==> src/rtl/ram_arbiter_pkg.sv <==
// Shared definitions for the single-port RAM arbiter and the blocks around it
// (RAM instance, CPU front-end and LSU use the same widths).
package ram_arbiter_pkg;

  localparam int RAM_ADDR_W = 10;
  localparam int RAM_DATA_W = 20;

  typedef enum logic [1:0] {
    IDLE = 2'd0,
    BUSY = 2'd1,
    ACK  = 2'd2
  } arb_state_t;

endpackage

==> src/rtl/rr_arb2.sv <==
// Combinational two-way grant: round-robin on ties, or port 0 always wins
// when FIXED_PRI is set.
module rr_arb2 #(
  parameter int FIXED_PRI = 0
) (
  input  logic req0,
  input  logic req1,
  input  logic last_grant,
  output logic grant_valid,
  output logic grant
);

  assign grant_valid = req0 | req1;

  always_comb begin
    // NOTE: give grant a default first so every path assigns it and no latch is inferred.
    grant = 1'b0;
    if (req0 && req1) begin
      grant = (FIXED_PRI != 0) ? 1'b0 : ~last_grant;
    end else if (req1) begin
      grant = 1'b1;
    end
  end

endmodule

==> src/rtl/ram_arbiter.sv <==
// Shares one single-port RAM between instruction fetch (port 0) and the LSU
// (port 1): IDLE -> BUSY (one RAM cycle) -> ACK (one-cycle ack pulse).
module ram_arbiter
  import ram_arbiter_pkg::*;
#(
  parameter int ADDR_W    = RAM_ADDR_W,
  parameter int DATA_W    = RAM_DATA_W,
  parameter int FIXED_PRI = 0
) (
  input  logic              clk,
  input  logic              rst,
  input  logic              req0,
  input  logic              we0,
  input  logic [ADDR_W-1:0] addr0,
  input  logic [DATA_W-1:0] wdata0,
  output logic              ack0,
  output logic [DATA_W-1:0] rdata0,
  input  logic              req1,
  input  logic              we1,
  input  logic [ADDR_W-1:0] addr1,
  input  logic [DATA_W-1:0] wdata1,
  output logic              ack1,
  output logic [DATA_W-1:0] rdata1,
  output logic [ADDR_W-1:0] ram_addr,
  output logic [DATA_W-1:0] ram_write,
  output logic              ram_str,
  output logic              ram_ld,
  input  logic [DATA_W-1:0] ram_read
);

  arb_state_t        state;
  logic              owner;
  logic              cmd_we;
  logic [ADDR_W-1:0] cmd_addr;
  logic [DATA_W-1:0] cmd_wdata;
  logic              last_grant;
  logic              grant_valid;
  logic              grant;

  rr_arb2 #(
    .FIXED_PRI(FIXED_PRI)
  ) u_arb (
    .req0       (req0),
    .req1       (req1),
    .last_grant (last_grant),
    .grant_valid(grant_valid),
    .grant      (grant)
  );

  // NOTE: registers use non-blocking assignments so each one samples pre-edge values
  // regardless of statement order inside the block.
  always_ff @(posedge clk) begin
    if (rst) begin
      state      <= IDLE;
      ack0       <= 1'b0;
      ack1       <= 1'b0;
      rdata0     <= '0;
      rdata1     <= '0;
      last_grant <= 1'b1;   // port 0 wins the first tie after reset
      owner      <= 1'b0;
      cmd_we     <= 1'b0;
      cmd_addr   <= '0;
      cmd_wdata  <= '0;
    end else begin
      ack0 <= 1'b0;
      ack1 <= 1'b0;
      case (state)
        IDLE: begin
          if (grant_valid) begin
            owner      <= grant;
            cmd_we     <= grant ? we1    : we0;
            cmd_addr   <= grant ? addr1  : addr0;
            cmd_wdata  <= grant ? wdata1 : wdata0;
            last_grant <= grant;
            state      <= BUSY;
          end
        end
        BUSY: begin
          // Read data is captured at the edge closing the RAM cycle; writes leave rdata untouched.
          if (!cmd_we) begin
            if (owner) rdata1 <= ram_read;
            else       rdata0 <= ram_read;
          end
          ack0  <= ~owner;
          ack1  <= owner;
          state <= ACK;
        end
        ACK:     state <= IDLE;
        default: state <= IDLE;
      endcase
    end
  end

  // RAM pins are driven only during BUSY so an idle bus never strobes or loads.
  always_comb begin
    ram_addr  = '0;
    ram_write = '0;
    ram_str   = 1'b0;
    ram_ld    = 1'b0;
    if (state == BUSY) begin
      ram_addr = cmd_addr;
      ram_str  = cmd_we;
      ram_ld   = ~cmd_we;
      if (cmd_we) ram_write = cmd_wdata;
    end
  end

endmodule

==> config.mk <==
export PLATFORM = sky130hd
export DESIGN_NAME = ram_arbiter
export DESIGN_NICKNAME = d
export VERILOG_FILES = /design/src/rtl/ram_arbiter_pkg.sv /design/src/rtl/rr_arb2.sv /design/src/rtl/ram_arbiter.sv
export SDC_FILE = /design/constraint.sdc
export NUM_CORES = 1
export LEC_CHECK = 0
export CAP_MARGIN = 20
export CELL_PAD_IN_SITES_DETAIL_PLACEMENT = 0
export CELL_PAD_IN_SITES_GLOBAL_PLACEMENT = 1
export CORE_MARGIN = 10
export CORE_UTILIZATION = 31
export DETAILED_ROUTE_END_ITERATION = 7
export GPL_TIMING_DRIVEN = 0
export PLACE_DENSITY = 0.9
export SLEW_MARGIN = 20
export SYNTH_ARGS = -nofsm -noshare
export SYNTH_HDL_FRONTEND = slang
export SYNTH_SLANG_ARGS = --single-unit
==> constraint.sdc <==
create_clock -name clk -period 2.82 [get_ports clk]
set_input_delay 0.564 -clock clk [delete_from_list [all_inputs] [get_ports clk]]
set_output_delay 0.564 -clock clk [all_outputs]
set_load 0.05 [all_outputs]
==> summary.md, run 1 <==
| Metric | Value |
|---|---|
| Routed len/inst | 16.62 µm |
| #FFs+latches synth | 77 |
| Period utilisation layout | 93.67% |
| Crit path time final | 2.642 ns |
| Required time of the critical path | 2.26 ns |
| Critical Path Fanout Max | 7 |
| Fillers | 1076 |
| Final #Nets | 667 |
| Clock latency on the worst-skew pair | 0.34 ns |
| Reg2reg end | cmd_addr[5] |
| I/O Buffers | 158 |
| Synth cell types | 24 |
| CTS tree | done |
| Clk pin slew, worst setup/hold paths | 0.07 ns |
| Routed via count | 3522 |
| Via count of the first global-routing pass | 3622 |
| Total power | 2.642 mW |
| Post-CTS setup buffers | 0 |
| PD cells | 501.6 mW/mm² |
| CP endpoint kind | output port |
| Worst Path Arrival | 2.08 ns |
| Drt first pass iters | 5 |
| Core footprint | 0.01079 mm² |
| HP Start | rdata1[18] |
| Final setup vio count | 0 |
| H-tree lvl count | 3 |
| Max Fclk | 378.6 MHz |
| RSZ-0062 raised after global routing | no |
| Via density per instance | 4.858 |
| CTS Hold Bufs | 0 |
| Largest net degree at the start of global routing | 13 |
| Kind of critical path | flip-flop to output port |
| MaxCap Viol Count | 0 |
| Routed WL | 12.05 mm |
| Leak | 2.029 nW |
| Die height | 125.0 µm |
| Post-Syn Instances | 412 |
| Die area | 0.01562 mm² |
| DRC marker count from the first detailed-route iteration | 219 |
| Tot GR Track Use | 14.58% |
| Critical path startpoint | state[0] |
| GRT overflow | 0 |
| Placed cell areas | 0.005172 mm² |
| Reg2reg path depth | 4 |
| Worst hold slack | 0.4541 ns |
| DP HPWL | 9.338 mm |
| Die W | 125.0 µm |
| Maximum clock path buffer count | 2 |
| I/O pin total | 160 |
| Initial Util | 31.65% |
| HP Class | flip-flop to flip-flop |
| Setup TNS | 0 ns |
| Largest cells by area after synthesis | dfxtp_1, nand2_1, a311oi_2 |
| Final ANT Viol Nets | 0 |
| Slew @ Worst Pin | 0.7710 ns |
| Max-slew headroom | 48.60% |
| Setup Slack @ Placement | 0.1284 ns |
| Reg2reg start | state[1] |
| Syn Area/Cell | 8.291 µm² |
| # DRC | 0 |
| Worst setup path endpoint | ram_write[19] |
| Synth area leader | dfxtp_1 |
| Most common cell after layout, fill and taps aside | nand2_1 |
| Clock sink total | 77 |
| Final Max Tran Viols | 0 |
| Clock root cell | clkbuf_8 |
| Post-synthesis sequential area ratio | 45.13% |
| Most frequent cells in the layout | nand2_1, clkdlybuf4s50_1, dfxtp_1, a21oi_1, a311oi_2 |
| Design area | 0.005266 mm² |
| Setup slack, reg-to-reg | 1.14 ns |
| FP Rows | 38 |
| Yosys warning count | 0 |
| Layout Skew | 0.008102 ns |
| Gpl congestion | 0.7843 |
| Cts bufs inserted | 9 |
| Number of antenna violations at the first check in global routing | 0 |
| Fin. Hold Viols | 0 |
| Global-route wire length before repair | 18.89 mm |
| Layout cells sized above 1 | 12.48% |
| Final Worst Setup Slack | 0.1784 ns |
| Critical Path Source Type | flip-flop |
| Synthesized area | 0.003416 mm² |
| Synth top area share | 45.13% |
| Syn Nets | 498 |
| Area growth from synthesis to layout | 54.18% |
| ANT cells | 0 |
| Status | finished, final reports clean |
| Max IR drop VDD | 0.2008 mV |
registers in the layout, indices dropped and copies added, names as in the netlist:
name        flops
ack1            1
cmd_we          1
ack0            1
cmd_addr       10
cmd_wdata      20
rdata1         20
last_grant      1
owner           1
rdata0         20
state           2
layout make-up:
type | count | area (µm²) | area share [%]
clock buffer | 11 | 141.4 | 2.685
timing repair buffer | 158 | 1506 | 28.61
sequential | 77 | 1541 | 29.27
buffer | 38 | 186.4 | 3.540
multi-input combinational | 297 | 1690 | 32.10
clock inverter | 4 | 25.02 | 0.4752
tap | 140 | 175.2 | 3.326
worst max-delay path: stages (launching register included):
cell             delay [ns]
dfxtp_1                0.42
nor2b_1                0.29
and3_1                 0.20
clkdlybuf4s50_1        0.84
repair_timing:
item,CTS,global route
resized for setup,30,29
cloned,0,0
endpoints found under the setup margin,30,30
pin swaps,0,0
per-stage QoR:
| stage | cells | utilization (%) |
|---|---|---|
| after floorplan | 412 | - |
| after global placement | 710 | 47.92 |
| after detailed placement | 710 | 47.92 |
| after CTS | 725 | 49.12 |
| after global routing | 725 | 48.79 |
| final | 725 | 48.79 |
cells by family (layout without fill, tap and decap cells):
| logic type | Yosys count | count (layout) | synth area share (%) |
|---|---|---|---|
| buf+inv | 38 | 211 | 5.384 |
| compound gates | 107 | 107 | 24.91 |
| flops | 77 | 77 | 45.13 |
| simple gates | 190 | 190 | 24.58 |
Yosys cell counts (all sizes together):
cell     number
a21bo         2
a21boi        1
a21oi        72
a221o         1
a311oi       31
and2         13
and3         20
and4bb        1
buf          15
clkbuf       23
dfxtp        77
nand2       144
nand2b        1
nand4bb       1
nor2          3
nor2b         3
nor3          1
nor4b         1
or2           1
or4b          1
power breakdown:
group | internal [mW] | switching, mW
clock | 0.336 | 0.400
combinational | 0.292 | 0.402
sequential | 1.17 | 0.0441
total | 1.80 | 0.846
worst min path at each step:
stage          cells past startpoint          to
2_1_floorplan                      1        ack0
6_report                           2  rdata1[18]
4_1_cts                            2   rdata0[8]
5_1_grt                            2  rdata1[12]
3_5_place_dp                       2   rdata0[8]
3_3_place_gp                       2   rdata1[6]
layer usage:
layer | track usage (%) | share of wire [%] | up-vias | routed length (µm)
met5 | 0 | 0 | - | 0
met4 | 3.184 | 1.0 | 0 | 124
met3 | 7.309 | 10 | 12 | 1221
met2 | 24.53 | 46 | 136 | 5494
met1 | 16.21 | 43 | 1624 | 5213
li1 | - | - | 1750 | -
Power figures use the tool's default switching activity.
==> run 2, diff against run 1 <==
--- a/config.mk
+++ b/config.mk
@@ -7,13 +7,14 @@
 export LEC_CHECK = 0
 export CAP_MARGIN = 20
 export CELL_PAD_IN_SITES_DETAIL_PLACEMENT = 0
-export CELL_PAD_IN_SITES_GLOBAL_PLACEMENT = 1
+export CELL_PAD_IN_SITES_GLOBAL_PLACEMENT = 2
 export CORE_MARGIN = 10
-export CORE_UTILIZATION = 31
+export CORE_UTILIZATION = 24
 export DETAILED_ROUTE_END_ITERATION = 7
+export GPL_ROUTABILITY_DRIVEN = 0
 export GPL_TIMING_DRIVEN = 0
 export PLACE_DENSITY = 0.9
-export SLEW_MARGIN = 20
+export SLEW_MARGIN = 10
 export SYNTH_ARGS = -nofsm -noshare
 export SYNTH_HDL_FRONTEND = slang
 export SYNTH_SLANG_ARGS = --single-unit
==> run 2 against run 1 <==
Against the previous run:
- total power up 16%
- worst hold slack better by 0.00078 ns
- critical path depth unchanged
- register-to-register slack better by 0.05 ns
- via count down 1.5%
- first-iteration DRC count down 42%
- wire length up 6.4%
- clock skew down 0.0026 ns
- cell count up 5.7%
- sequential share of layout area down 1.0 points
- sequential power about the same
- critical endpoint unchanged
==> summary.md, run 2 (synthesized netlist as in run 1, its figures left out) <==
| Metric | Value |
|---|---|
| I/O Buffers | 158 (unchanged) |
| Via density per instance | 4.529 (was 4.858) |
| H-tree lvl count | 3 (unchanged) |
| Clock sink total | 77 (unchanged) |
| Kind of critical path | flip-flop to output port (unchanged) |
| Fillers | 1444 (was 1076) |
| Slowest stage delay, CP | 0.86 ns (was 0.84 ns) |
| DP HPWL | 9.973 mm (was 9.338 mm) |
| Max Fclk | 371.9 MHz (was 378.6 MHz) |
| GRT overflow | 0 (unchanged) |
| Max-slew headroom | 49.81% (was 48.60%) |
| Inst Count DP | 750 (was 710) |
| ANT cells | 0 (unchanged) |
| Setup Slack @ Placement | 0.1141 ns (was 0.1284 ns) |
| Crit-path cells | nor2b_1 -> and3_1 -> clkdlybuf4s50_1 (unchanged) |
| Largest net degree at the start of global routing | 14 (was 13) |
| Final core occ | 39.13% (was 48.79%) |
| Sum of buffers and inverters on the critical path | 1 (unchanged) |
| Max IR drop VDD | 0.2843 mV (was 0.2008 mV) |
| Final Max Tran Viols | 0 (unchanged) |
| Final #Nets | 667 (unchanged) |
| Routed WL | 12.83 mm (was 12.05 mm) |
| RSZ-0062 raised after global routing | no (unchanged) |
| Final Worst Setup Slack | 0.1309 ns (was 0.1784 ns) |
| Area growth from synthesis to layout | 59.63% (was 54.18%) |
| Final setup vio count | 0 (unchanged) |
| HP Class | flip-flop to flip-flop (unchanged) |
| Worst Path Arrival | 2.13 ns (was 2.08 ns) |
| Setup TNS | 0 ns (unchanged) |
| Final ANT Viol Nets | 0 (unchanged) |
| PD cells | 564.2 mW/mm² (was 501.6 mW/mm²) |
| Tot GR Track Use | 13.01% (was 14.58%) |
| MaxCap Viol Count | 0 (unchanged) |
| Critical Path Fanout Max | 7 (unchanged) |
| DRC marker count from the first detailed-route iteration | 127 (was 219) |
| Most common cell after layout, fill and taps aside | nand2_1 (unchanged) |
| Layout cells sized above 1 | 12.63% (was 12.48%) |
| Most frequent cells in the layout | nand2_1, clkdlybuf4s50_1, dfxtp_1, a21oi_1, a311oi_2 (unchanged) |
| Maximum clock path buffer count | 2 (unchanged) |
| # DRC | 0 (unchanged) |
| Routed len/inst | 16.75 µm (was 16.62 µm) |
| Layout Skew | 0.005495 ns (was 0.008102 ns) |
| Status | finished, final reports clean (unchanged) |
| Clk pin slew, worst setup/hold paths | 0.06 ns (was 0.07 ns) |
| CP endpoint kind | output port (unchanged) |
| Clock latency on the worst-skew pair | 0.33 ns (was 0.34 ns) |
| I/O pin total | 160 (unchanged) |
| Drt first pass iters | 4 (was 5) |
| Via count of the first global-routing pass | 3750 (was 3622) |
| FP Rows | 43 (was 38) |
| Required time of the critical path | 2.26 ns (about the same) |
| Die height | 139.3 µm (was 125.0 µm) |
| Leak | 2.099 nW (was 2.029 nW) |
| Routed via count | 3469 (was 3522) |
| Critical Path Source Type | flip-flop (unchanged) |
| Worst path slowest cell | clkdlybuf4s50_1 (unchanged) |
| Die area | 0.01940 mm² (was 0.01562 mm²) |
| Top Registers | cmd_wdata x20, rdata0 x20, rdata1 x20 (unchanged) |
| Core footprint | 0.01393 mm² (was 0.01079 mm²) |
| Initial Util | 24.51% (was 31.65%) |
| CTS tree | done (unchanged) |
| Period utilisation layout | 95.36% (was 93.67%) |
| Cts bufs inserted | 9 (unchanged) |
| Clock root cell | clkbuf_16 (was clkbuf_8) |
| Fin. Hold Viols | 0 (unchanged) |
| Slew @ Worst Pin | 0.7528 ns (was 0.7710 ns) |
| Critical path's top delay family | buffers and inverters (unchanged) |
| Total power | 3.076 mW (was 2.642 mW) |
| Post-CTS setup buffers | 0 (unchanged) |
| Crit path time final | 2.689 ns (was 2.642 ns) |
| Number of antenna violations at the first check in global routing | 0 (unchanged) |
| Global-route wire length before repair | 20.58 mm (was 18.89 mm) |
| Non-filler instance count after layout | 766 (was 725) |
| Die W | 139.3 µm (was 125.0 µm) |
-- run 2: cell count changes in the layout (fill, tap and decap cells not counted), sizes merged --
cell           before  now
bufinv              0    1
clkbuf             45   43
dlygate4sd2        16   19
clkinvlp            2    3
clkdlybuf4s15       3    1
-- run 2: path summary, 6_finish.rpt --
check,from,to,slack [ns],cells past startpoint
worst min-delay path,rdata1[18],rdata1[18],0.45,2
worst min register to register,rdata1[18],rdata1[18],0.45,2
worst max register to register,state[1],cmd_addr[8],1.19,4
worst max-delay path,state[0],ram_write[19],0.13,3
-- run 2: layout make-up --
cell class | instances | area, µm² | share of cell area, %
clock inverters | 6 | 62.56 | 1.147
clock buffers | 10 | 239.0 | 4.383
plain buffers | 38 | 186.4 | 3.419
well taps | 180 | 225.2 | 4.130
multi-input cells | 297 | 1690 | 31.00
repair buffers | 158 | 1508 | 27.65
flip-flops and latches | 77 | 1541 | 28.27
-- run 2: per-stage QoR --
step	hold WS [ns]	cell area, µm²
floorplan	0.4809	3416
global placement	0.4413	5223
detailed placement	0.4483	5223
CTS	0.4560	5487
global route	0.4683	5453
finish	0.4549	5453
-- run 2: timing repair --
action | 4_1_cts | 5_1_grt
gates resized for setup | 30 | 25
gates cloned | 0 | 0
hold buffers | 0 | 0
setup endpoints to repair | 30 | 30
-- run 2: report_power, final --
group	internal, mW	switching (mW)	total (mW)
Clock	0.706	0.461	1.17
Sequential	1.17	0.0443	1.21
Combinational	0.292	0.404	0.695
-- run 2: metal layers --
layer | share of wire [%] | GRT usage, % | vias up
met5 | 0 | 0 | -
met2 | 46 | 21.11 | 112
li1 | - | - | 1753
met1 | 43 | 14.66 | 1595
met3 | 10 | 7.043 | 9
met4 | 0.83 | 2.965 | 0
-- run 2: worst min-delay path, stage by stage (launching register included) --
cell     delay, ns
dfxtp_1       0.31
nand2_1       0.05
a21oi_1       0.05
